## config.mk

```make
export PLATFORM = sky130hd
export DESIGN_NAME = data_mem_ctrl_flat
export DESIGN_NICKNAME = d
export VERILOG_FILES = /design/src/rtl/data_mem_ctrl_pkg.sv /design/src/rtl/data_mem_ctrl_if.sv /design/src/rtl/mem_array_sp.sv /design/src/rtl/data_mem_ctrl.sv /design/src/flat_wrapper.sv
export SDC_FILE = /design/constraint.sdc
export NUM_CORES = 1
export LEC_CHECK = 0
export CAP_MARGIN = 20
export CORE_ASPECT_RATIO = 0.8
export CORE_MARGIN = 8
export CORE_UTILIZATION = 50
export DETAILED_ROUTE_END_ITERATION = 16
export DONT_BUFFER_PORTS = 1
export GPL_TIMING_DRIVEN = 0
export HOLD_SLACK_MARGIN = 0.15
export SYNTH_ARGS = -nofsm -noshare
export SYNTH_HDL_FRONTEND = slang
export SYNTH_SLANG_ARGS = --single-unit
```

## constraint.sdc

```tcl
create_clock -name clk -period 3.7 [get_ports clk]
set_input_delay 1.11 -clock clk [delete_from_list [all_inputs] [get_ports clk]]
set_output_delay 1.11 -clock clk [all_outputs]
set_load 0.03 [all_outputs]
```

## src/rtl/data_mem_ctrl_pkg.sv

```systemverilog
// Shared types and helpers for the data memory controller (package mem_pkg).
// Provides the FSM state type, latency-counter width, preset ramp and parity functions.
package mem_pkg;

  typedef enum logic [1:0] {
    INIT    = 2'd0,
    IDLE    = 2'd1,
    RD_WAIT = 2'd2
  } state_e;

  localparam int RD_LAT_MAX = 4;
  // Latency down-counter only ever holds RD_LAT-1, at most RD_LAT_MAX-1.
  localparam int LAT_W      = $clog2(RD_LAT_MAX);
  localparam int PAR_MAX_W  = 64;

  function automatic int preset_val(input int idx, input int base, input int cnt);
    return (idx >= base && idx < base + cnt) ? idx - base + 1 : 0;
  endfunction

  function automatic logic par(input logic [PAR_MAX_W-1:0] data);
    return ^data;
  endfunction

endpackage

```

## src/rtl/data_mem_ctrl_if.sv

```systemverilog
// Request/response channel between the datapath controller and the data memory.
interface data_mem_ctrl_if #(
  parameter int ADDR_W = 5,
  parameter int DATA_W = 8
) ();
  logic              req_valid;
  logic              req_ready;
  logic              req_we;
  logic [ADDR_W-1:0] req_adr;
  logic [DATA_W-1:0] req_wdata;
  logic              rsp_valid;
  logic [DATA_W-1:0] rsp_rdata;

  modport master (
    output req_valid, req_we, req_adr, req_wdata,
    input  req_ready, rsp_valid, rsp_rdata
  );

  modport slave (
    input  req_valid, req_we, req_adr, req_wdata,
    output req_ready, rsp_valid, rsp_rdata
  );
endinterface

```

## src/rtl/mem_array_sp.sv

```systemverilog
// Single-port array: synchronous write, registered read, out-of-range reads return 0.
// With MEM_PARITY_EN each word carries an even-parity bit in par_mem.
module mem_array_sp
  import mem_pkg::*;
#(
  parameter int DATA_W = 8,
  parameter int ADDR_W = 5,
  parameter int DEPTH  = 32
) (
  input  logic              clk,
  input  logic              rst,
  input  logic              we,
  input  logic              re,
  input  logic [ADDR_W-1:0] adr,
  input  logic [DATA_W-1:0] wdata,
  output logic [DATA_W-1:0] rdata
`ifdef MEM_PARITY_EN
  ,
  output logic              rpar
`endif
);
  localparam logic [ADDR_W:0] DEPTH_L = (ADDR_W+1)'(DEPTH);

  logic [DATA_W-1:0] mem [DEPTH];
  logic              in_range;

  assign in_range = {1'b0, adr} < DEPTH_L;

  always_ff @(posedge clk) begin
    if (we && in_range) mem[adr] <= wdata;
  end

  always_ff @(posedge clk) begin
    if (!rst)    rdata <= '0;
    else if (re) rdata <= in_range ? mem[adr] : '0;
  end

`ifdef MEM_PARITY_EN
  logic par_mem [DEPTH];

  always_ff @(posedge clk) begin
    if (we && in_range) par_mem[adr] <= par(PAR_MAX_W'(wdata));
  end

  always_ff @(posedge clk) begin
    if (!rst)    rpar <= 1'b0;
    else if (re) rpar <= in_range ? par_mem[adr] : 1'b0;
  end
`endif

endmodule

```

## src/rtl/data_mem_ctrl.sv

```systemverilog
// Data memory controller: init sweep (zero + preset ramp), valid/ready requests, RD_LAT read pipe.
// Optional parity checking is built when MEM_PARITY_EN is defined.
//
// state   | meaning
// INIT    | sweeping the array, one word per cycle, req_ready low
// IDLE    | accepting requests; RD_LAT=1 reads answer next cycle
// RD_WAIT | read in flight, latency counter running, req_ready low
module data_mem_ctrl
  import mem_pkg::*;
#(
  parameter int DATA_W      = 8,
  parameter int ADDR_W      = 5,
  parameter int DEPTH       = 32,
  parameter int RD_LAT      = 1,
  parameter int PRESET_BASE = 10,
  parameter int PRESET_CNT  = 10
) (
  input  logic             clk,
  input  logic             rst,
  data_mem_ctrl_if.slave   bus,
  output logic             init_done
`ifdef MEM_PARITY_EN
  ,
  output logic             parity_err
`endif
);
  localparam logic [ADDR_W-1:0] LAST_ADR = ADDR_W'(DEPTH - 1);
  localparam logic [LAT_W-1:0]  LAT_LOAD = LAT_W'(RD_LAT - 1);

  state_e            state;
  logic [ADDR_W-1:0] init_cnt;
  logic [LAT_W-1:0]  lat_cnt;
  logic              rsp_valid_q;
  logic              rd_accept;
  logic              wr_accept;
  logic              arr_we;
  logic              arr_re;
  logic [ADDR_W-1:0] arr_adr;
  logic [DATA_W-1:0] arr_wdata;
  logic [DATA_W-1:0] arr_rdata;
  logic [DATA_W-1:0] rsp_data;
  logic              rsp_fire;
`ifdef MEM_PARITY_EN
  logic              arr_rpar;
  logic              rsp_par;
`endif

  assign bus.req_ready = (state == IDLE);
  assign rd_accept     = bus.req_ready & bus.req_valid & ~bus.req_we;
  assign wr_accept     = bus.req_ready & bus.req_valid &  bus.req_we;
  assign rsp_fire      = (state == RD_WAIT) && (lat_cnt == LAT_W'(1));

  always_comb begin
    arr_we    = wr_accept;
    arr_re    = rd_accept;
    arr_adr   = bus.req_adr;
    arr_wdata = bus.req_wdata;
    if (state == INIT) begin
      arr_we    = 1'b1;
      arr_re    = 1'b0;
      arr_adr   = init_cnt;
      arr_wdata = DATA_W'(preset_val(int'(init_cnt), PRESET_BASE, PRESET_CNT));
    end
  end

  always_ff @(posedge clk) begin
    if (!rst) begin
      state       <= INIT;
      init_cnt    <= '0;
      lat_cnt     <= '0;
      rsp_valid_q <= 1'b0;
      init_done   <= 1'b0;
    end else begin
      rsp_valid_q <= 1'b0;
      case (state)
        INIT: begin
          if (init_cnt == LAST_ADR) begin
            state     <= IDLE;
            init_done <= 1'b1;
          end else begin
            init_cnt <= init_cnt + 1'b1;
          end
        end
        IDLE: begin
          if (rd_accept) begin
            if (RD_LAT == 1) begin
              rsp_valid_q <= 1'b1;
            end else begin
              state   <= RD_WAIT;
              lat_cnt <= LAT_LOAD;
            end
          end
        end
        RD_WAIT: begin
          if (rsp_fire) begin
            rsp_valid_q <= 1'b1;
            state       <= IDLE;
            lat_cnt     <= '0;
          end else begin
            lat_cnt <= lat_cnt - 1'b1;
          end
        end
        default: state <= INIT;
      endcase
    end
  end

  mem_array_sp #(
    .DATA_W (DATA_W),
    .ADDR_W (ADDR_W),
    .DEPTH  (DEPTH)
  ) u_arr (
    .clk   (clk),
    .rst   (rst),
    .we    (arr_we),
    .re    (arr_re),
    .adr   (arr_adr),
    .wdata (arr_wdata),
    .rdata (arr_rdata)
`ifdef MEM_PARITY_EN
    ,
    .rpar  (arr_rpar)
`endif
  );

  // The array output register only loads on read accepts, so at RD_LAT=1 it is the response.
  if (RD_LAT == 1) begin : g_lat1
    assign rsp_data = arr_rdata;
`ifdef MEM_PARITY_EN
    assign rsp_par  = arr_rpar;
`endif
  end else begin : g_latn
    logic [DATA_W-1:0] hold_data;
    always_ff @(posedge clk) begin
      if (!rst)          hold_data <= '0;
      else if (rsp_fire) hold_data <= arr_rdata;
    end
    assign rsp_data = hold_data;
`ifdef MEM_PARITY_EN
    logic hold_par;
    always_ff @(posedge clk) begin
      if (!rst)          hold_par <= 1'b0;
      else if (rsp_fire) hold_par <= arr_rpar;
    end
    assign rsp_par = hold_par;
`endif
  end

  assign bus.rsp_valid = rsp_valid_q;
  assign bus.rsp_rdata = rsp_data;

`ifdef MEM_PARITY_EN
  assign parity_err = rsp_valid_q & (rsp_par ^ par(PAR_MAX_W'(rsp_data)));
`endif

endmodule

```

## src/flat_wrapper.sv

```systemverilog
// flat-port wrapper written by rule: the top's interface ports become plain ports
module data_mem_ctrl_flat import mem_pkg::*;
#(
  parameter int DATA_W      = 8,
  parameter int ADDR_W      = 5,
  parameter int DEPTH       = 32,
  parameter int RD_LAT      = 1,
  parameter int PRESET_BASE = 10,
  parameter int PRESET_CNT  = 10
)
  (clk, rst, init_done, bus_req_valid, bus_req_we, bus_req_adr, bus_req_wdata, bus_req_ready, bus_rsp_valid, bus_rsp_rdata);
  data_mem_ctrl_if #(.ADDR_W(ADDR_W), .DATA_W(DATA_W)) bus_i ();
  input  logic clk;
  input  logic rst;
  output logic init_done;
  input wire logic [$bits(bus_i.req_valid)-1:0] bus_req_valid;
  input wire logic [$bits(bus_i.req_we)-1:0] bus_req_we;
  input wire logic [$bits(bus_i.req_adr)-1:0] bus_req_adr;
  input wire logic [$bits(bus_i.req_wdata)-1:0] bus_req_wdata;
  output wire logic [$bits(bus_i.req_ready)-1:0] bus_req_ready;
  output wire logic [$bits(bus_i.rsp_valid)-1:0] bus_rsp_valid;
  output wire logic [$bits(bus_i.rsp_rdata)-1:0] bus_rsp_rdata;
  assign bus_i.req_valid = bus_req_valid;
  assign bus_i.req_we = bus_req_we;
  assign bus_i.req_adr = bus_req_adr;
  assign bus_i.req_wdata = bus_req_wdata;
  assign bus_req_ready = bus_i.req_ready;
  assign bus_rsp_valid = bus_i.rsp_valid;
  assign bus_rsp_rdata = bus_i.rsp_rdata;
  data_mem_ctrl #(.DATA_W(DATA_W), .ADDR_W(ADDR_W), .DEPTH(DEPTH), .RD_LAT(RD_LAT), .PRESET_BASE(PRESET_BASE), .PRESET_CNT(PRESET_CNT)) u_core (.clk(clk), .rst(rst), .bus(bus_i), .init_done(init_done));
endmodule
```

# After elaboration in Yosys (flattened, before gate mapping)

Memories as Yosys holds them, arrays and structs flattened. A register that Yosys moved wholly into a read port is not among the register bits.
Cells that the tools add are included.

Order comparisons: 2
Reduce and logical (&&, ||, !) cells: 7
Bitwise operators: 6
Add/sub/neg operators: 4
Eq/ne operators: 6
Muxes and demuxes: 14

Operator list:

| kind                                                               | count |
|---|---|
| 2-to-1 mux 8 bit                                                   | 2 |
| adder 8 x 2 -> 8 bit (second input constant)                       | 1 |
| 2-to-1 mux 1 bit                                                   | 6 |
| 2-to-1 mux 2 bit                                                   | 3 |
| case mux 2 bit (3 select lines)                                    | 1 |
| subtractor 5 x 4 -> 6 bit (second input constant)                  | 1 |
| adder 5 x 1 -> 5 bit (second input constant)                       | 1 |
| equality test 5 bit (second input constant)                        | 1 |
| greater-or-equal comparator 5 x 4 -> 1 bit (second input constant) | 1 |
| less-than comparator 5 bit (second input constant)                 | 1 |
| 2-to-1 mux 5 bit                                                   | 1 |
| equality test 2 x 1 -> 1 bit (second input constant)               | 2 |
| AND reduction 2 bit                                                | 2 |
| AND 1 bit                                                          | 3 |
| inverter 1 bit                                                     | 3 |
| AND reduction 3 bit                                                | 1 |
| equality test 2 bit (second input constant)                        | 1 |
| logical AND 1 bit                                                  | 2 |
| zero test 2 bit                                                    | 1 |
| != test 2 x 1 -> 1 bit (second input constant)                     | 1 |
| != test 2 bit (second input constant)                              | 1 |
| case mux 1 bit (2 select lines)                                    | 1 |
| subtractor 2 x 1 -> 2 bit (second input constant)                  | 1 |
| zero test 1 bit                                                    | 1 |

Input port bits: 17
Output and inout bits: 11
Memories: 1
Memory bits (writable): 256
Register bits after elaboration: 11

Memories:

| memory           | depth | bits a word | read ports | clocked after memory_dff | write ports | line               | source |
|---|---|---|---|---|---|---|---|
| u_core.u_arr.mem | 32    | 8           | 1          | 1                        | 1           | mem_array_sp.sv:24 | `logic [DATA_W-1:0] mem [DEPTH];` |

# Logic depth before layout (Yosys ltp)

Gate-level depths: netlist (run 1).

Word-level depth: 6
Gate-level depth with buffers: 9
Depth with buffers taken out: 7

# Cells and area by module

A second synthesis (run 1) with hierarchy kept.

Cells, all modules: 588
Area, all modules: 10981.8 µm²

By module, submodules not included:

| module        | area an instance (µm²) | cells each | sequential area each (µm²) | times used |
|---|---|---|---|---|
| mem_array_sp  | 10291.1                | 504        | 7847.5                     | 1 |
| data_mem_ctrl | 690.7                  | 84         | 160.2                      | 1 |

# Worst setup path before layout (run 1)

OpenSTA, ideal clock, no wires.

Path type: register to register
Start: register u_core.init_cnt[2]
End: memory u_core.u_arr.mem[0][4], data pin
Cell stages (with the launch flop): 8
Period minus slack after synthesis: 3.419 ns
Data required time: 3.233 ns
Data arrival time: 2.952 ns
Setup slack: 0.281 ns
Path buffers: 1
Library setup time: 0.467 ns
Cells stage by stage: dfxtp_1 > clkbuf_1 > inv_1 > ha_1 > xor2_1 > nor3b_1 > xnor2_1 > o31ai_1

Word-level cells in the longest chain between the ends: 4
Elaborated cells on any way between the ends: 7
Those cells by class: add/sub: 2; order compare: 2; mux: 2; reduce/logical: 1

Ends and longest elaborated chain:

| item                                                             | line                    | source |
|---|---|---|
| from (decl)                                                      | data_mem_ctrl.sv:31     | `logic [ADDR_W-1:0] init_cnt;` |
| from (signal assigned)                                           | data_mem_ctrl.sv:81     | `init_cnt <= init_cnt + 1'b1;` |
| subtractor 5 x 4 -> 6 bit, or another cell as far along          | data_mem_ctrl_pkg.sv:17 | `return (idx >= base && idx < base + cnt) ? idx - base + 1 : 0;` |
| adder 8 x 2 -> 8 bit / logical AND 1 bit (equally long branches) | data_mem_ctrl_pkg.sv:17 |  |
| 2-to-1 mux 8 bit (*)                                             | data_mem_ctrl_pkg.sv:17 |  |
| 2-to-1 mux 8 bit (*)                                             | data_mem_ctrl.sv:58     | `if (state == INIT) begin` |
| via u_core.arr_wdata[4]                                          | data_mem_ctrl.sv:39     | `logic [DATA_W-1:0] arr_wdata;` |
| to (decl)                                                        | mem_array_sp.sv:24      |  |

The timed path passes the listed nets; every way through them passes the cells marked *.

# Final worst setup path (run 1)

Start: register u_core.state[0]
End: memory u_core.u_arr.mem[13][3] (enable)

Word-level cells in the longest chain between the ends: 6
Elaborated cells on any way between the ends: 8
Those cells by class: eq/ne: 1; mux: 4; bitwise: 2; reduce/logical: 1

Ends and longest elaborated chain:

| item                                   | line                | source |
|---|---|---|
| from (decl)                            | data_mem_ctrl.sv:30 | `state_e state;` |
| from (signal assigned)                 | data_mem_ctrl.sv:68 | `state <= INIT;` |
| from (signal assigned)                 | data_mem_ctrl.sv:78 | `state <= IDLE;` |
| from (signal assigned)                 | data_mem_ctrl.sv:89 | `state <= RD_WAIT;` |
| equality test 2 x 1 -> 1 bit           | data_mem_ctrl.sv:48 | `assign bus.req_ready = (state == IDLE);` |
| AND 1 bit (2 in a row)                 | data_mem_ctrl.sv:50 | `assign wr_accept = bus.req_ready & bus.req_valid & bus.req_we;` |
| 2-to-1 mux 1 bit                       | data_mem_ctrl.sv:58 |  |
| 2-to-1 mux 1 bit                       | mem_array_sp.sv:30  | `if (we && in_range) mem[adr] <= wdata;` |
| 2-to-1 mux 1 bit (implied by the code) | mem_array_sp.sv:30  |  |

Several ways; a longest one is shown, not always the timed one.

==> results.sh, run 1 <==
export IMPL_rows=49
export IMPL_worstSetupPathType="flip-flop to flip-flop"
export IMPL_yosysWarningCount=0
export IMPL_hold_start="u_core.init_done"
export IMPL_end_kind="flip-flop"
export IMPL_grt_max_degree=33
export IMPL_power_frac_seq_pct=51.7
export IMPL_min_period_over_period_pct=97.1
export IMPL_diodes=0
export IMPL_wl_um=27900
export IMPL_layout_common_cells="256 x edfxtp_1, 55 x nand2_1, 44 x o21a_1, 36 x nor2_1, 30 x mux4_2"
export IMPL_clkTransAtPathRegs_ns=0.06
export IMPL_yosysSeqAreaShare_pct=71.1
export IMPL_cts_sinks=272
export IMPL_cts_root_buf="clkbuf_16"
export IMPL_holdPathEnd="u_core.init_done"
export IMPL_power_frac_clock_pct=42.1
export IMPL_timing_final_ws_setup_ns=0.107
export IMPL_startpoint_type="flip-flop"
export IMPL_maxSlewViolCount=0
export IMPL_num_io_pins=28
export IMPL_p_int_mw=5.13
export IMPL_synth_enable_flop_cells=256
export IMPL_fp_dieW_um=184
export IMPL_core_um2=22300
export IMPL_clk_latency_ns=0.53
export IMPL_max_slew_margin_pct=29.0
export IMPL_skew_ns=0.00756
export IMPL_areaGrowthSynthToFinish_pct=13.4
export IMPL_peakVddDrop_v=0.000275
export IMPL_clk_path_buf_depth=3
export IMPL_postCtsHoldBufs=0
export IMPL_gp_congestion=0.936
export IMPL_start_util_pct=50.5
export IMPL_ys_ff_latch=272
export IMPL_netlist_area_leader_share_pct=68.2
export IMPL_port_buffers=0
export IMPL_crit_arrival_ns=3.75
export IMPL_rsz0062_at_grt="yes"
export IMPL_pwr_density_cell_nw_per_um2=509
export IMPL_postLayoutCoreUtil_pct=57.3
export IMPL_syn_area_um2=11300
export IMPL_power_switching_mw=1.38
export IMPL_synthFlopType="edfxtp_1"
export IMPL_postCtsSetupBuffers=0
export IMPL_yosys_top_cells_area="edfxtp_1 68%, mux4_2 6.0%, o21a_1 2.9%"
export IMPL_fin_nets=764
export IMPL_wl_per_cell_um=26.2
export IMPL_r2r_setup_slack_ns=0.11
export IMPL_layout_commonest_cell="edfxtp_1"
export IMPL_grt_pass1_vias=6510
export IMPL_avgViaCountPerCell=6.17
export IMPL_fin_setup_tns_ns=0
export IMPL_die_y_um=150
export IMPL_drv_cap=0
export IMPL_dp_hpwl_um=19600
export IMPL_drc=0
export IMPL_power_leakage_nw=4.13
export IMPL_vias=6562
export IMPL_synthArstFlopShare_pct=0
export IMPL_synth_area_per_cell_um2=16.0
export IMPL_setup_viol=0
export IMPL_required_ns=3.86
export IMPL_grtUsageTotal_pct=20.6
export IMPL_dr_pass1_iters=7
export IMPL_yosys_cell_types_count=60
export IMPL_worstHoldPathType="flip-flop to flip-flop"
export IMPL_cts_htree_levels=1
export IMPL_overflow=0
export IMPL_r2r_cells=6
export IMPL_timing_final_hold_violations=0
export IMPL_holdPathStages=1
export IMPL_synth_top_cell_by_area="edfxtp_1"
export IMPL_placed_cell_area_um2=11800
export IMPL_swShare_pct=21.2
export IMPL_place_ws_ns=0.0554
export IMPL_reg2reg_to="u_core.u_arr.mem[13][3]"
export IMPL_finalPower_mw=6.51
export IMPL_syn_num_nets=727
export IMPL_dieArea_um2=27600
export IMPL_synthCells=703
export IMPL_cts_repair_resized=0
export IMPL_tritoncts="built"
export IMPL_min_period_ns=3.59
export IMPL_fin_area_um2=12800
export IMPL_clock_fmax_mhz=278
export IMPL_critPathMaxFanout=10
export IMPL_cts_buffers_inserted=27
export IMPL_r2r_start="u_core.state[0]"
export IMPL_worst_pin_slew_ns=1.07
export IMPL_status="complete, no violations"
export IMPL_drive_gt1_share_pct=15.2
export IMPL_antenna_found_initial=0
export IMPL_ant_nets=0
export IMPL_grt_pass1_wl_um=42000
export IMPL_drt_iter0_drc=666
export IMPL_pwr_share_comb_pct=6.1
[power groups by stage]
stage | Clock (mW) | Sequential (mW) | Combinational, mW
2_1_floorplan | 0 | 3.43 | 0.274
3_3_place_gp | 0 | 3.43 | 0.380
3_5_place_dp | 0 | 3.43 | 0.393
4_1_cts | 2.77 | 3.37 | 0.395
5_1_grt | 2.89 | 3.37 | 0.428
6_report | 2.74 | 3.37 | 0.398
[Yosys cell counts (4+ instances only)]
library cell / n
edfxtp_1: 256
nand2_1: 55
o21a_1: 44
nor2_1: 41
mux4_2: 30
o21ai_0: 27
mux2i_1: 26
a21oi_1: 23
clkbuf_1: 18
dfxtp_1: 16
buf_2: 14
a2111oi_0: 9
nor2b_1: 9
nand2b_1: 8
ha_1: 7
a22oi_1: 6
a31oi_1: 6
a41oi_1: 6
nor4_1: 6
a2111o_1: 5
a2bb2oi_1: 5
inv_1: 5
and2_1: 4
and3_1: 4
and3b_1: 4
buf_6: 4
nor3b_1: 4
o31ai_1: 4
or2_1: 4
xnor2_1: 4
xor2_1: 4
[metal layers]
metal / GRT usage (%) / wire length (um) / part of all wire [%]
met5: 0 / 0 / 0
met1: 29.4 / 12200 / 44
met3: 3.74 / 2210 / 7.9
met4: 6.12 / 853 / 3.1
met2: 31.9 / 12600 / 45
[through the flow]
step           cells  hold WS (ns)
6_report        1064         0.675
5_1_grt         1064         0.695
4_1_cts         1062         0.681
3_5_place_dp    1015         0.672
3_3_place_gp    1009         0.627
2_1_floorplan    703         0.610
[cells by family (layout without fill, tap and decap cells)]
group,Yosys count,in the layout,share of synthesized area (%)
adder cells (fa/ha/maj),7,7,0.777
multiplexers,59,59,8.64
flip-flops,272,272,71.1
XOR/XNOR,8,8,0.622
AO/OA/AOI/OAI,161,161,10.2
AND/OR/NAND/NOR,152,152,6.63
buffers and inverters,44,99,2.03
[worst max path at each step]
stage                       startpoint                 endpoint  slack, ns  cells after the start
floorplan           u_core.init_cnt[2]   u_core.u_arr.mem[0][4]       0.28                      7
finish                 u_core.state[0]  u_core.u_arr.mem[13][3]       0.11                      6
CTS                    u_core.state[0]  u_core.u_arr.mem[24][2]       0.12                      6
global route           u_core.state[0]  u_core.u_arr.mem[13][2]      -0.08                      6
global placement    u_core.init_cnt[2]   u_core.u_arr.mem[3][4]      -2.16                      7
detailed placement      bus_req_adr[0]  u_core.u_arr.mem[26][2]       0.06                      8
[worst max-delay path, cell delays in order, from the launching register on]
cell,delay (ns)
dfxtp_1,0.60
buf_2,0.28
buf_2,0.27
mux2i_1,0.39
clkbuf_1,0.46
nand2_1,0.45
nor2_1,0.77
[layout make-up]
| class | instances | area (um^2) |
|---|---|---|
| flip-flops and latches | 272 | 8010 |
| well taps | 306 | 383 |
| plain buffers | 39 | 210 |
| fillers | 1778 | 9540 |
| multi-input cells | 387 | 3100 |
| inverters | 5 | 18.8 |
| repair buffers | 8 | 175 |
| clock buffers | 36 | 749 |
| clock inverters | 11 | 134 |
[sequential cells by signal, indices dropped and copies added, names as in the netlist]
name	flops
u_core.u_arr.mem	256
u_core.u_arr.rdata	8
u_core.init_cnt	5
u_core.bus.rsp_valid	1
u_core.init_done	1
u_core.state	1
Note: power is estimated with default switching activity, not from simulation.
==> run 2, diff against run 1 <==
--- a/config.mk
+++ b/config.mk
@@ -6,13 +6,16 @@
 export NUM_CORES = 1
 export LEC_CHECK = 0
 export CAP_MARGIN = 20
+export CELL_PAD_IN_SITES_DETAIL_PLACEMENT = 1
+export CELL_PAD_IN_SITES_GLOBAL_PLACEMENT = 1
 export CORE_ASPECT_RATIO = 0.8
 export CORE_MARGIN = 8
-export CORE_UTILIZATION = 50
+export CORE_UTILIZATION = 54
 export DETAILED_ROUTE_END_ITERATION = 16
 export DONT_BUFFER_PORTS = 1
 export GPL_TIMING_DRIVEN = 0
 export HOLD_SLACK_MARGIN = 0.15
+export PLACE_DENSITY_LB_ADDON = 0.1
 export SYNTH_ARGS = -nofsm -noshare
 export SYNTH_HDL_FRONTEND = slang
 export SYNTH_SLANG_ARGS = --single-unit
==> results.sh, run 2 (same netlist as run 1, synthesis figures left out) <==
export IMPL_largestRegisters="u_core.u_arr.mem: 256 flops, u_core.u_arr.rdata: 8 flops, u_core.init_cnt: 5 flops"
export IMPL_fp_dieW_um=177
export IMPL_required_ns=3.86
export IMPL_top_register="u_core.u_arr.mem"
export IMPL_multi_input_area_um2=3130
export IMPL_antenna_found_initial=0
export IMPL_pwr_share_comb_pct=6.6
export IMPL_dr_pass1_iters=5
export IMPL_layout_commonest_cell="edfxtp_1"
export IMPL_core_um2=20600
export IMPL_areaGrowthSynthToFinish_pct=13.3
export IMPL_tritoncts="built"
export IMPL_min_period_over_period_pct=101
export IMPL_endpoint="u_core.u_arr.mem[17][5]"
export IMPL_drc=0
export IMPL_end_kind="flip-flop"
export IMPL_ff_latch_area_um2=8010
export IMPL_reg2reg_to="u_core.u_arr.mem[17][5]"
export IMPL_cts_buffers_inserted=26
export IMPL_clock_fmax_mhz=267
export IMPL_grt_max_degree=33
export IMPL_worst_pin_slew_ns=1.13
export IMPL_wl_um=30800
export IMPL_placed_cell_area_um2=11800
export IMPL_layout_common_cells="256 x edfxtp_1, 55 x nand2_1, 44 x o21a_1, 30 x mux4_2"
export IMPL_clkTransAtPathRegs_ns=0.07
export IMPL_crit_family="simple AND/OR/NAND/NOR gates"
export IMPL_pwr_density_cell_nw_per_um2=510
export IMPL_worstSetupPathType="flip-flop to flip-flop"
export IMPL_path_cells="buf_2 > buf_2 > mux2i_1 > clkbuf_1 > nand2_1 > nor2_1"
export IMPL_rsz0062_at_grt="yes"
export IMPL_timing_final_ws_setup_ns=-0.0427
export IMPL_violations="negative setup slack"
export IMPL_peakVddDrop_v=0.000450
export IMPL_crit_arrival_ns=3.90
export IMPL_maxSlewViolCount=0
export IMPL_diodes=0
export IMPL_cpMostUsedCell="buf_2"
export IMPL_power_leakage_nw=4.13
export IMPL_cp_depth=6
export IMPL_dieArea_um2=25800
export IMPL_r2r_start="u_core.state[0]"
export IMPL_power_frac_clock_pct=41.6
export IMPL_skew_ns=0.00913
export IMPL_grt_pass1_vias=6833
export IMPL_setup_viol=16
export IMPL_cpPeakStageDelay_ns=0.75
export IMPL_postCtsHoldBufs=0
export IMPL_critPathMaxFanout=10
export IMPL_ant_nets=0
export IMPL_avgViaCountPerCell=6.47
export IMPL_dp_hpwl_um=21100
export IMPL_status="finished with violations"
export IMPL_port_buffers=0
export IMPL_startpoint_type="flip-flop"
export IMPL_worstHoldPathType="flip-flop to flip-flop"
export IMPL_postCtsSetupBuffers=0
export IMPL_grtUsageTotal_pct=23.6
export IMPL_rows=47
export IMPL_fin_nets=764
export IMPL_min_period_ns=3.74
export IMPL_power_frac_seq_pct=51.8
export IMPL_drive_gt1_share_pct=16.3
export IMPL_timing_final_hold_violations=0
export IMPL_clk_path_buf_depth=3
export IMPL_placed_cells=978
export IMPL_start_util_pct=54.7
export IMPL_drv_cap=0
export IMPL_p_int_mw=5.08
export IMPL_r2r_setup_slack_ns=-0.04
export IMPL_grt_pass1_wl_um=44700
export IMPL_vias=6656
export IMPL_die_y_um=145
export IMPL_wl_per_cell_um=29.9
export IMPL_gp_congestion=0.866
export IMPL_startpoint="u_core.state[0]"
export IMPL_whs_ns=0.674
export IMPL_max_slew_margin_pct=24.9
export IMPL_swShare_pct=21.9
export IMPL_r2r_cells=6
export IMPL_fin_cells=1029
export IMPL_num_io_pins=28
export IMPL_cts_sinks=272
export IMPL_cts_root_buf="clkbuf_16"
export IMPL_fillers=1858
export IMPL_cts_htree_levels=1
export IMPL_largest_register_ffs=256
export IMPL_clk_latency_ns=0.53
export IMPL_overflow=0
export IMPL_crit_buf_inv=3
export IMPL_crit_slowest_cell="nor2_1"
export IMPL_fin_area_um2=12800
export IMPL_power_switching_mw=1.42
export IMPL_drt_iter0_drc=639
## run 2: cell count changes in the layout (fill, tap and decap cells not counted), sizes merged
cell / before / now
clkbuf: 54 / 47
clkinv: 7 / 13
bufinv: 3 / 4
dlymetal6s2s: 0 / 1
inv: 5 / 6
## run 2: timing repair
| action | 4_1_cts | 5_1_grt |
|---|---|---|
| endpoints found under the hold margin | 0 | 0 |
| resized for setup | 2 | 14 |
| endpoints found under the setup margin | 10 | 121 |
## run 2: power groups by stage
stage | registers [mW] | clock network, mW | logic, mW
global route | 3.37 | 2.83 | 0.457
finish | 3.37 | 2.70 | 0.431
floorplan | 3.43 | 0 | 0.274
detailed placement | 3.44 | 0 | 0.417
CTS | 3.37 | 2.73 | 0.423
global placement | 3.43 | 0 | 0.396
## run 2: worst min path at each step
stage | from | to | slack [ns] | depth (start not counted)
floorplan | u_core.init_cnt[4] | u_core.init_cnt[4] | 0.61 | 3
global placement | u_core.init_cnt[4] | u_core.init_cnt[4] | 0.63 | 3
detailed placement | u_core.init_done | u_core.init_done | 0.67 | 1
CTS | u_core.init_done | u_core.init_done | 0.68 | 1
global route | u_core.init_done | u_core.init_done | 0.70 | 1
finish | u_core.init_done | u_core.init_done | 0.67 | 1
## run 2: layer usage
| layer | global-route usage, % | part of all wire [%] | vias to the layer above |
|---|---|---|---|
| li1 | - | - | 2862 |
| met1 | 32.7 | 43 | 3500 |
| met2 | 37.0 | 47 | 248 |
| met3 | 4.54 | 6.9 | 46 |
| met4 | 7.87 | 3.3 | 0 |
| met5 | 0 | 0 | - |
## run 2: area by class of cell
class / instances / area share, %
buffer: 39 / 1.65
inverter: 5 / 0.147
tap: 269 / 2.64
timing repair buffer: 9 / 1.47
multi-input combinational: 387 / 24.5
sequential: 272 / 62.8
clock buffer: 29 / 5.19
clock inverter: 19 / 1.60
## run 2: per-stage QoR
step                setup slack [ns]  power (mW)  util [%]  TNS [ns]
CTS                           0.0122        6.52      61.6         0
detailed placement           -0.0765        3.85      57.3    -0.736
global placement               -2.34        3.83      56.4   -282.04
finish                       -0.0427        6.50      62.0    -0.607
global route                  -0.184        6.66      62.0     -5.39
floorplan                      0.281        3.70         -         0
